[config.mk]
export PLATFORM = sky130hd
export DESIGN_NAME = adc_spi_emulator
export DESIGN_NICKNAME = d
export VERILOG_FILES = /design/src/rtl/adc_spi_emulator.sv
export SDC_FILE = /design/constraint.sdc
export NUM_CORES = 1
export LEC_CHECK = 0
export BUFFER_PORTS_ARGS = -buffer_cell sky130_fd_sc_hd__buf_4
export CORE_ASPECT_RATIO = 1.5
export CORE_MARGIN = 4
export CORE_UTILIZATION = 58
export DETAILED_ROUTE_END_ITERATION = 10
export GPL_TIMING_DRIVEN = 0
export PLACE_DENSITY = 0.8
export SLEW_MARGIN = 20
export SYNTH_ARGS = -nofsm -noshare
export SYNTH_HDL_FRONTEND = slang
export SYNTH_SLANG_ARGS = --single-unit
export TNS_END_PERCENT = 20
[constraint.sdc]
create_clock -name clk -period 2.2 [get_ports clk]
set_clock_uncertainty 0.2 [all_clocks]
set_input_delay 0.22 -clock clk [delete_from_list [all_inputs] [get_ports clk]]
set_output_delay 0.22 -clock clk [all_outputs]
set_load 0.1 [all_outputs]
[src/rtl/adc_spi_emulator.sv]
// SPI ADC emulator: returns 32-bit conversion words over NUM_SDI lanes and captures 24-bit commands.
// Optional test-pattern source enabled by defining ADC_EMU_TEST_PATTERN_EN.
module adc_spi_emulator #(
    parameter int unsigned NUM_SDI     = 4,
    parameter int unsigned SYNC_STAGES = 2
) (
    input  logic               clk,
    input  logic               resetn,
    input  logic               spi_clk,
    input  logic               spi_csn,
    input  logic               spi_sdo,
    output logic [NUM_SDI-1:0] spi_sdi,
    input  logic [31:0]        conv_data,
    input  logic               conv_valid,
    output logic               conv_ready,
    output logic               reg_wr_valid,
    output logic [23:0]        reg_cmd,
    output logic               acq_done,
    output logic               underrun,
    output logic               frame_error,
    output logic               busy
);

    localparam logic [5:0] AcqCount = 6'(32 / NUM_SDI);
    localparam logic [5:0] RegCount = 6'd24;

    typedef enum logic [1:0] {StIdle, StXfer, StFinish} state_e;

    state_e state_q, state_d;

    logic [SYNC_STAGES-1:0] sclk_sync_q, csn_sync_q, sdo_sync_q, fill_q;
    logic                   sclk_prev_q, csn_prev_q, armed_q;
    logic [31:0]            tx_q, tx_d, last_q, last_d;
    logic [23:0]            rx_q, rx_d, reg_cmd_q, reg_cmd_d;
    logic [5:0]             cnt_q, cnt_d;

    logic sclk_s, csn_s, sdo_s;
    logic sclk_rise, sclk_fall, csn_fall, csn_rise;
    logic start, reg_hit, acq_hit, pat_sel;
    logic [31:0] load_word;

    assign sclk_s = sclk_sync_q[SYNC_STAGES-1];
    assign csn_s  = csn_sync_q[SYNC_STAGES-1];
    assign sdo_s  = sdo_sync_q[SYNC_STAGES-1];

    assign sclk_rise = sclk_s & ~sclk_prev_q & ~csn_s;
    assign sclk_fall = ~sclk_s & sclk_prev_q & ~csn_s;
    // A fall is only honoured once a genuine high CSn has propagated after reset.
    assign csn_fall  = armed_q & csn_prev_q & ~csn_s;
    assign csn_rise  = ~csn_prev_q & csn_s;

    always_ff @(posedge clk or negedge resetn) begin
        if (!resetn) begin
            sclk_sync_q <= '0;
            csn_sync_q  <= '1;
            sdo_sync_q  <= '0;
            fill_q      <= '0;
            sclk_prev_q <= 1'b0;
            csn_prev_q  <= 1'b1;
            armed_q     <= 1'b0;
        end else begin
            sclk_sync_q <= {sclk_sync_q[SYNC_STAGES-2:0], spi_clk};
            csn_sync_q  <= {csn_sync_q[SYNC_STAGES-2:0], spi_csn};
            sdo_sync_q  <= {sdo_sync_q[SYNC_STAGES-2:0], spi_sdo};
            fill_q      <= {fill_q[SYNC_STAGES-2:0], 1'b1};
            sclk_prev_q <= sclk_s;
            csn_prev_q  <= csn_s;
            armed_q     <= armed_q | (fill_q[SYNC_STAGES-1] & csn_s);
        end
    end

    always_ff @(posedge clk or negedge resetn) begin
        if (!resetn) begin
            state_q <= StIdle;
        end else begin
            state_q <= state_d;
        end
    end

    always_comb begin
        state_d = state_q;
        unique case (state_q)
            StIdle:   if (csn_fall) state_d = StXfer;
            StXfer:   if (csn_rise) state_d = StFinish;
            StFinish: state_d = StIdle;
            default:  state_d = StIdle;
        endcase
    end

    assign start   = (state_q == StIdle) && csn_fall;
    assign reg_hit = (state_q == StFinish) && (cnt_q == RegCount);
    assign acq_hit = (state_q == StFinish) && (cnt_q == AcqCount);

`ifdef ADC_EMU_TEST_PATTERN_EN
    logic        pat_en_q, pat_en_d;
    logic [31:0] pat_cnt_q, pat_cnt_d;

    always_comb begin
        pat_en_d  = pat_en_q;
        pat_cnt_d = pat_cnt_q;
        if (reg_hit && !rx_q[23] && (rx_q[22:8] == 15'h0020)) pat_en_d = rx_q[0];
        if (acq_hit) pat_cnt_d = pat_cnt_q + 32'd1;
    end

    always_ff @(posedge clk or negedge resetn) begin
        if (!resetn) begin
            pat_en_q  <= 1'b0;
            pat_cnt_q <= '0;
        end else begin
            pat_en_q  <= pat_en_d;
            pat_cnt_q <= pat_cnt_d;
        end
    end

    assign pat_sel   = pat_en_q;
    assign load_word = pat_en_q ? pat_cnt_q : (conv_valid ? conv_data : last_q);
`else
    assign pat_sel   = 1'b0;
    assign load_word = conv_valid ? conv_data : last_q;
`endif

    always_comb begin
        tx_d      = tx_q;
        rx_d      = rx_q;
        cnt_d     = cnt_q;
        last_d    = last_q;
        reg_cmd_d = reg_cmd_q;
        if (start) begin
            tx_d   = load_word;
            last_d = load_word;
            rx_d   = '0;
            cnt_d  = '0;
        end else if (state_q == StXfer) begin
            // Zeros shift in behind the word, so late beats drive zero.
            if (sclk_fall) tx_d = {tx_q[31-NUM_SDI:0], {NUM_SDI{1'b0}}};
            if (sclk_rise) begin
                rx_d = {rx_q[22:0], sdo_s};
                if (cnt_q != 6'd63) cnt_d = cnt_q + 6'd1;
            end
        end
        if (reg_hit) reg_cmd_d = rx_q;
    end

    always_ff @(posedge clk or negedge resetn) begin
        if (!resetn) begin
            tx_q      <= '0;
            rx_q      <= '0;
            cnt_q     <= '0;
            last_q    <= '0;
            reg_cmd_q <= '0;
        end else begin
            tx_q      <= tx_d;
            rx_q      <= rx_d;
            cnt_q     <= cnt_d;
            last_q    <= last_d;
            reg_cmd_q <= reg_cmd_d;
        end
    end

    always_comb begin
        spi_sdi = '0;
        if (state_q == StXfer) begin
            for (int k = 0; k < int'(NUM_SDI); k++) spi_sdi[k] = tx_q[31-k];
        end
        conv_ready   = start & conv_valid & ~pat_sel;
        underrun     = start & ~conv_valid & ~pat_sel;
        reg_wr_valid = reg_hit;
        acq_done     = acq_hit;
        frame_error  = (state_q == StFinish) && !reg_hit && !acq_hit;
        busy         = (state_q != StIdle);
    end

    assign reg_cmd = reg_cmd_q;

endmodule

## Word level (Yosys, flattened, before mapping)

Index checks and enable logic that the tools add are counted.

| cells by class | value |
|---|---|
| div/mod/pow operators | 0 |
| shifts and indexed selects | 0 |
| eq/ne operators | 7 |
| magnitude comparators | 0 |
| mux-type cells | 15 |
| bitwise operators | 16 |
| $add $sub $neg | 1 |
| multipliers | 0 |
| reduce and logical (&&, ||, !) cells | 17 |

Operator list:

| operator | number |
|---|---|
| $mux W32 | 4 |
| $mux W24 | 3 |
| $mux W6 | 4 |
| $and A1 B1 Y1 | 10 |
| $reduce_bool A2 Y1 | 5 |
| $add A6 B1 Y6 const B | 1 |
| $eq A6 B4 Y1 const B | 1 |
| $eq A6 B5 Y1 const B | 1 |
| $ne A6 B6 Y1 const B | 1 |
| $reduce_and A2 Y1 | 3 |
| $logic_and A1 B1 Y1 | 5 |
| $not A1 Y1 | 5 |
| $mux W2 | 2 |
| $mux W4 | 1 |
| $ne A2 B2 Y1 const B | 2 |
| $pmux W2 S2 | 1 |
| $reduce_and A3 Y1 | 1 |
| $eq A2 B1 Y1 const B | 1 |
| $eq A2 B2 Y1 const B | 1 |
| $logic_not A1 Y1 | 2 |
| $logic_not A2 Y1 | 1 |
| $or A1 B1 Y1 | 1 |

| storage, ports and cells | value |
|---|---|
| bits in latches | 0 |
| RAM bits | 0 |
| input bits | 38 |
| word-level logic and storage cells | 69 |
| memories kept | 0 |
| bits in registers | 131 |
| output and inout port bits | 34 |
| memory bits (read-only) | 0 |

## Depth between registers and ports, before layout

| logic depth | value |
|---|---|
| word-level depth | 6 |
| depth in mapped cells | 6 |
| depth with buffers taken out | 5 |

## Worst setup path after synthesis

Ideal clock, no wire load.

| path | value |
|---|---|
| path kind | register to output |
| from | reg csn_prev_q |
| to | out underrun |
| arrival | 2.618 ns |
| cell stages (with the launch flop) | 6 |
| buffers on the path | 2 |
| path slack | -0.838 ns |
| data required time | 1.780 ns |
| cells stage by stage | dfstp_2 nor3b_2 buf_2 nand2_1 clkbuf_1 nor2_1 |

| on the way | value |
|---|---|
| word-level cells in the longest chain between the ends | 4 |

Ends and longest elaborated chain:

| item | RTL line | text |
|---|---|---|
| start, declared | 32 | `logic sclk_prev_q, csn_prev_q, armed_q;` |
| start signal, assigned | 67 | `csn_prev_q <= csn_s;` |
| $and A1 B1 Y1 (2 in series) | 49 | `assign csn_fall = armed_q & csn_prev_q & ~csn_s;` |
| $logic_and A1 B1 Y1 | 90 | `assign start = (state_q == StIdle) && csn_fall;` |
| $and A1 B1 Y1 | 166 | `underrun = start & ~conv_valid & ~pat_sel;` |
| end, declared | 19 | `output logic underrun,` |

No other way between the ends.

## Final worst setup path

| path | value |
|---|---|
| from | reg csn_prev_q |
| to | reg tx_q[10] |

| on the way | value |
|---|---|
| word-level cells in the longest chain between the ends | 5 |

Ends and longest elaborated chain:

| item | RTL line | text |
|---|---|---|
| $and A1 B1 Y1 * (2 in series) | 49 |  |
| $logic_and A1 B1 Y1 * | 90 |  |
| $reduce_bool A2 Y1 (no line) | - |  |
| $reduce_and A2 Y1 (no line) | - |  |
| end signal, assigned | 152 | `tx_q <= tx_d;` |
| end, declared | 33 | `logic [31:0] tx_q, tx_d, last_q, last_d;` |

Mark *: on every way between the ends. The rest lies on a longest branch, timed or not.
A chain may end at the register's enable or synchronous reset.

==> summary by stage <==
Detailed routing
The number of antenna-violating nets in the routed design is 0. The violation count after the first detailed-route iteration is 301. For this block, the routed nets add up to 15300 um of wire. Summing over every cut layer, the via total after detailed routing is about 4600. The detail-routed via count per cell is roughly 6.3. The detailed-routing iteration count for the pre-antenna-repair pass is 4.

The detailed-route wire length per cell is 20.9 um. The final routed DRC violation total is 0.

Synthesis
The area fraction in and, or, nand and nor cells after synthesis is 11.8%. The post-synthesis sequential area ratio is 57.5%. Yosys mapped a number of flops with a built-in enable equal to 0.

Synthesis produced a netlist whose cell count is between 400 and 500. The number of warning messages in the yosys log is 0. The share of flip-flops with an asynchronous set or reset after synthesis is 100%.

The net count after synthesis is roughly 510. The cell area after synthesis is around 0.0057 mm2. Yosys attributes the largest share of cell area to dfrtp_1 (56%), mux2_2 (8.9%), a22o_1 (3.7%). The most frequently used flop master after synthesis is dfrtp_1. The flop and latch count out of synthesis is 131.

The largest family of logic cells by synthesized area is compound AO/OA/AOI/OAI gates. Summing the areas of all fa, ha and maj instances in the mapped netlist gives less than 1% of the synthesized area. The share of the synthesized area in the top cell type is between 50% and 60%. Measured against the total synthesized area, the mux share comes to between 10% and 20%.

The mean area per synthesized cell is roughly 12 um2. The cell accounting for the most synthesized area is dfrtp_1. The synthesized netlist devotes about 15% of its cell area to compound gates. Synthesis instantiated 49 different standard cells from the library. Of the total synthesized cell area, the portion taken by XOR and XNOR cells is 0%.

Power and ir drop
The clock network accounts for about two fifths of the total power. The cell-internal power is between 0.005 and 0.006 W. The power per standard cell area is 970 mW/mm2. IR analysis of the VDD net gives a maximum drop of approximately 0.75 mV.

The net switching power is 0.00212 W. For this design the static power due to leakage is roughly 3.5 nW. The portion of total power attributed to combinational logic is 17.9%. Of the total power, registers draw about two fifths. The switching power share of the total is approximately 28%.

CTS
Counting every sink on the clock net gives roughly 130. Clock-pin slew was measured on the worst setup and hold paths at around 0.06 ns. The clock tree from TritonCTS is done.

Clock latency on the worst-skew pair, taken at its later pin, is 0.42 ns. Counting the buffers created by CTS gives 17. The tree is rooted in a clkbuf_16. The clock passes through at most 2 buffers.

The H-tree depth reported by CTS is 4.

Worst setup path
The worst setup path is captured at a register. The internal reg-to-reg setup slack is -0.10 ns. The signal arrival time at the worst endpoint is 2.38 ns. The category of the most critical setup path is reg2reg. The startpoint of the worst setup timing path is csn_prev_q. The startpoint of the worst register-to-register path is csn_prev_q. In this run the worst path has a maximum fanout of 10. The launching element type of the critical path is a register. Data on the critical path is required at its endpoint by ~2.3 ns.

Global routing
The largest net degree at the start of global routing is between 60 and 70. The initial antenna violation count is 0. The number of global-route vias before repair is just under 5000. The final global-route overflow total is 0. The first-pass GRT wire length is 24300 um. The all-layer global routing usage is 28.0%.

STA
In the final timing run, aggregate negative setup slack is -0.142 ns. For this run, the top clock speed supported by timing is about 430 MHz. The worst pin sits at a relative slew slack of approximately 48%.

The final hold violation count is 0. Setup repair after global routing could not meet its margin everywhere. The number of max-slew violations in the final report is 0.

The share of the clock period used by the worst path is 105%. In the post-route analysis, the smallest setup slack over all paths is -0.105 ns. After layout, the minimum clock period comes to roughly 2.3 ns. For the pin with the worst max-slew slack, the measured transition is between 0.7 and 0.8 ns. The number of setup violations in the final report is 3.

Floorplan
The initialized floorplan defines 44 standard-cell rows. The die boundary width is 89.0 um. The initial cell density of the core is a little under 60%. between 70 and 80 I/O pins were placed. The die outline area is around 0.012 mm2. The die outline height is 129 um. After floorplanning, the core was sized to cover roughly 0.0096 mm2.

Placement
The count of input and output buffers is between 70 and 80. The global placement routability congestion is around 0.88. The number of placed instances, taps included is between 600 and 700. The HPWL after detailed placement is 9340 um.

Final layout
The area growth from synthesis to layout is 35.4%. The count of non-filler cells in the finished layout is 729. The final-stage net count is 641.

The repair_antennas step left the layout with diodes totalling 0. The proportion of layout cells with a drive suffix above 1 is between 30% and 40%. The share of the core filled with cells in the final layout is between 80% and 90%.

Run status
The run finished, with violations left. The final reports fail on negative setup slack.

Hold path
In this run the worst hold path is classified as in2async.

Job
The max-capacitance violation count is 0.
-- registers in the layout (all words and copies together), names as in the netlist --
signal	count
last_q	32
csn_prev_q	1
sclk_prev_q	1
sclk_sync_q	2
cnt_q	6
csn_sync_q	2
rx_q	24
sdo_sync_q	2
state_q	2
tx_q	32
armed_q	1
reg_cmd	24
fill_q	2
-- per-stage QoR --
step                      hold WS [ns]  setup slack, ns  total power, W  cell area (um2)
final                            0.150           -0.105         0.00749             7720
after global routing             0.153           -0.161         0.00777             7720
after CTS                        0.155           -0.152         0.00743             7640
after detailed placement        0.0385           -0.359         0.00429             6420
after global placement           0.130           -0.337         0.00422             6380
after floorplan                 -0.276           -0.379         0.00390             5710
-- cell usage after synthesis, types with 8 or more instances --
cell / n
mux2_2: 45
clkbuf_1: 20
a2111oi_0: 14
nand3_1: 22
a22o_1: 24
nor2b_1: 20
a221o_1: 8
dfrtp_1: 128
nand4_1: 12
o21ai_0: 23
nand2_1: 11
a31oi_1: 15
nand2b_1: 12
inv_1: 11
buf_2: 14
-- path summary, 6_finish.rpt --
path / to / cells after the start
worst max-delay path: tx_q[10] / 5
worst min-delay path: reg_cmd[17] / 2
worst max register to register: tx_q[10] / 5
worst min register to register: fill_q[1] / 0
max in group asynchronous: tx_q[12] / 3
min in group clk: fill_q[1] / 0
-- per-layer routing --
layer | wire, um | part of all wire (%) | vias to the layer above | global-route usage, %
met1 | 5430 | 36 | 2281 | 31.9
li1 | - | - | 2013 | -
met4 | 659 | 4.3 | 0 | 16.9
met5 | 0 | 0 | - | 0
met2 | 8150 | 53 | 255 | 46.1
met3 | 1020 | 6.7 | 55 | 7.82
-- power by group through the flow --
stage               sequential, W  clock, W  combinational, W
floorplan                 0.00305         0          0.000847
finish                    0.00314   0.00301           0.00134
global placement          0.00313         0           0.00109
CTS                       0.00311   0.00303           0.00129
global route              0.00318   0.00314           0.00145
detailed placement        0.00315         0           0.00115
-- layout by cell type, fill, tap and decap left out, types with 14 or more instances in the layout --
cell type / count
a22o_1: 24
a31oi_1: 15
buf_4: 78
clkbuf_1: 14
clkbuf_16: 17
dfrtp_1: 127
dlygate4sd3_1: 36
mux2_2: 45
nand3_1: 21
nor2b_1: 17
o21ai_0: 22
-- cells by family after synthesis --
group	after synthesis
flops	131
compound gates	114
buf+inv	50
other cells	1
fa+ha+maj	2
mux	57
simple gates	110
-- cell type report --
class	count	area (um2)
Inverter	11	43.8
Fill cell	538	1910
Sequential cell	131	3280
Clock inverter	14	203
Clock buffer	18	429
Buffer	37	216
Multi-Input combinational cell	284	2320
Timing Repair Buffer	119	1080
Tap cell	115	144
-- timing repair --
item	4_1_cts	5_1_grt
gates resized for setup	45	36
buffers inserted	9	2
pin swaps	1	2
endpoints found under the setup margin	34	63
hold buffers	36	0
endpoints found under the hold margin	123	0
-- worst max-delay path: stages, from the launching register on --
cell	delay, ns
dfstp_2	0.55
or3b_1	0.34
buf_2	0.19
buf_2	0.24
a2111oi_1	0.54
a31oi_1	0.09
No activity file was read; power rests on OpenSTA's default activity.
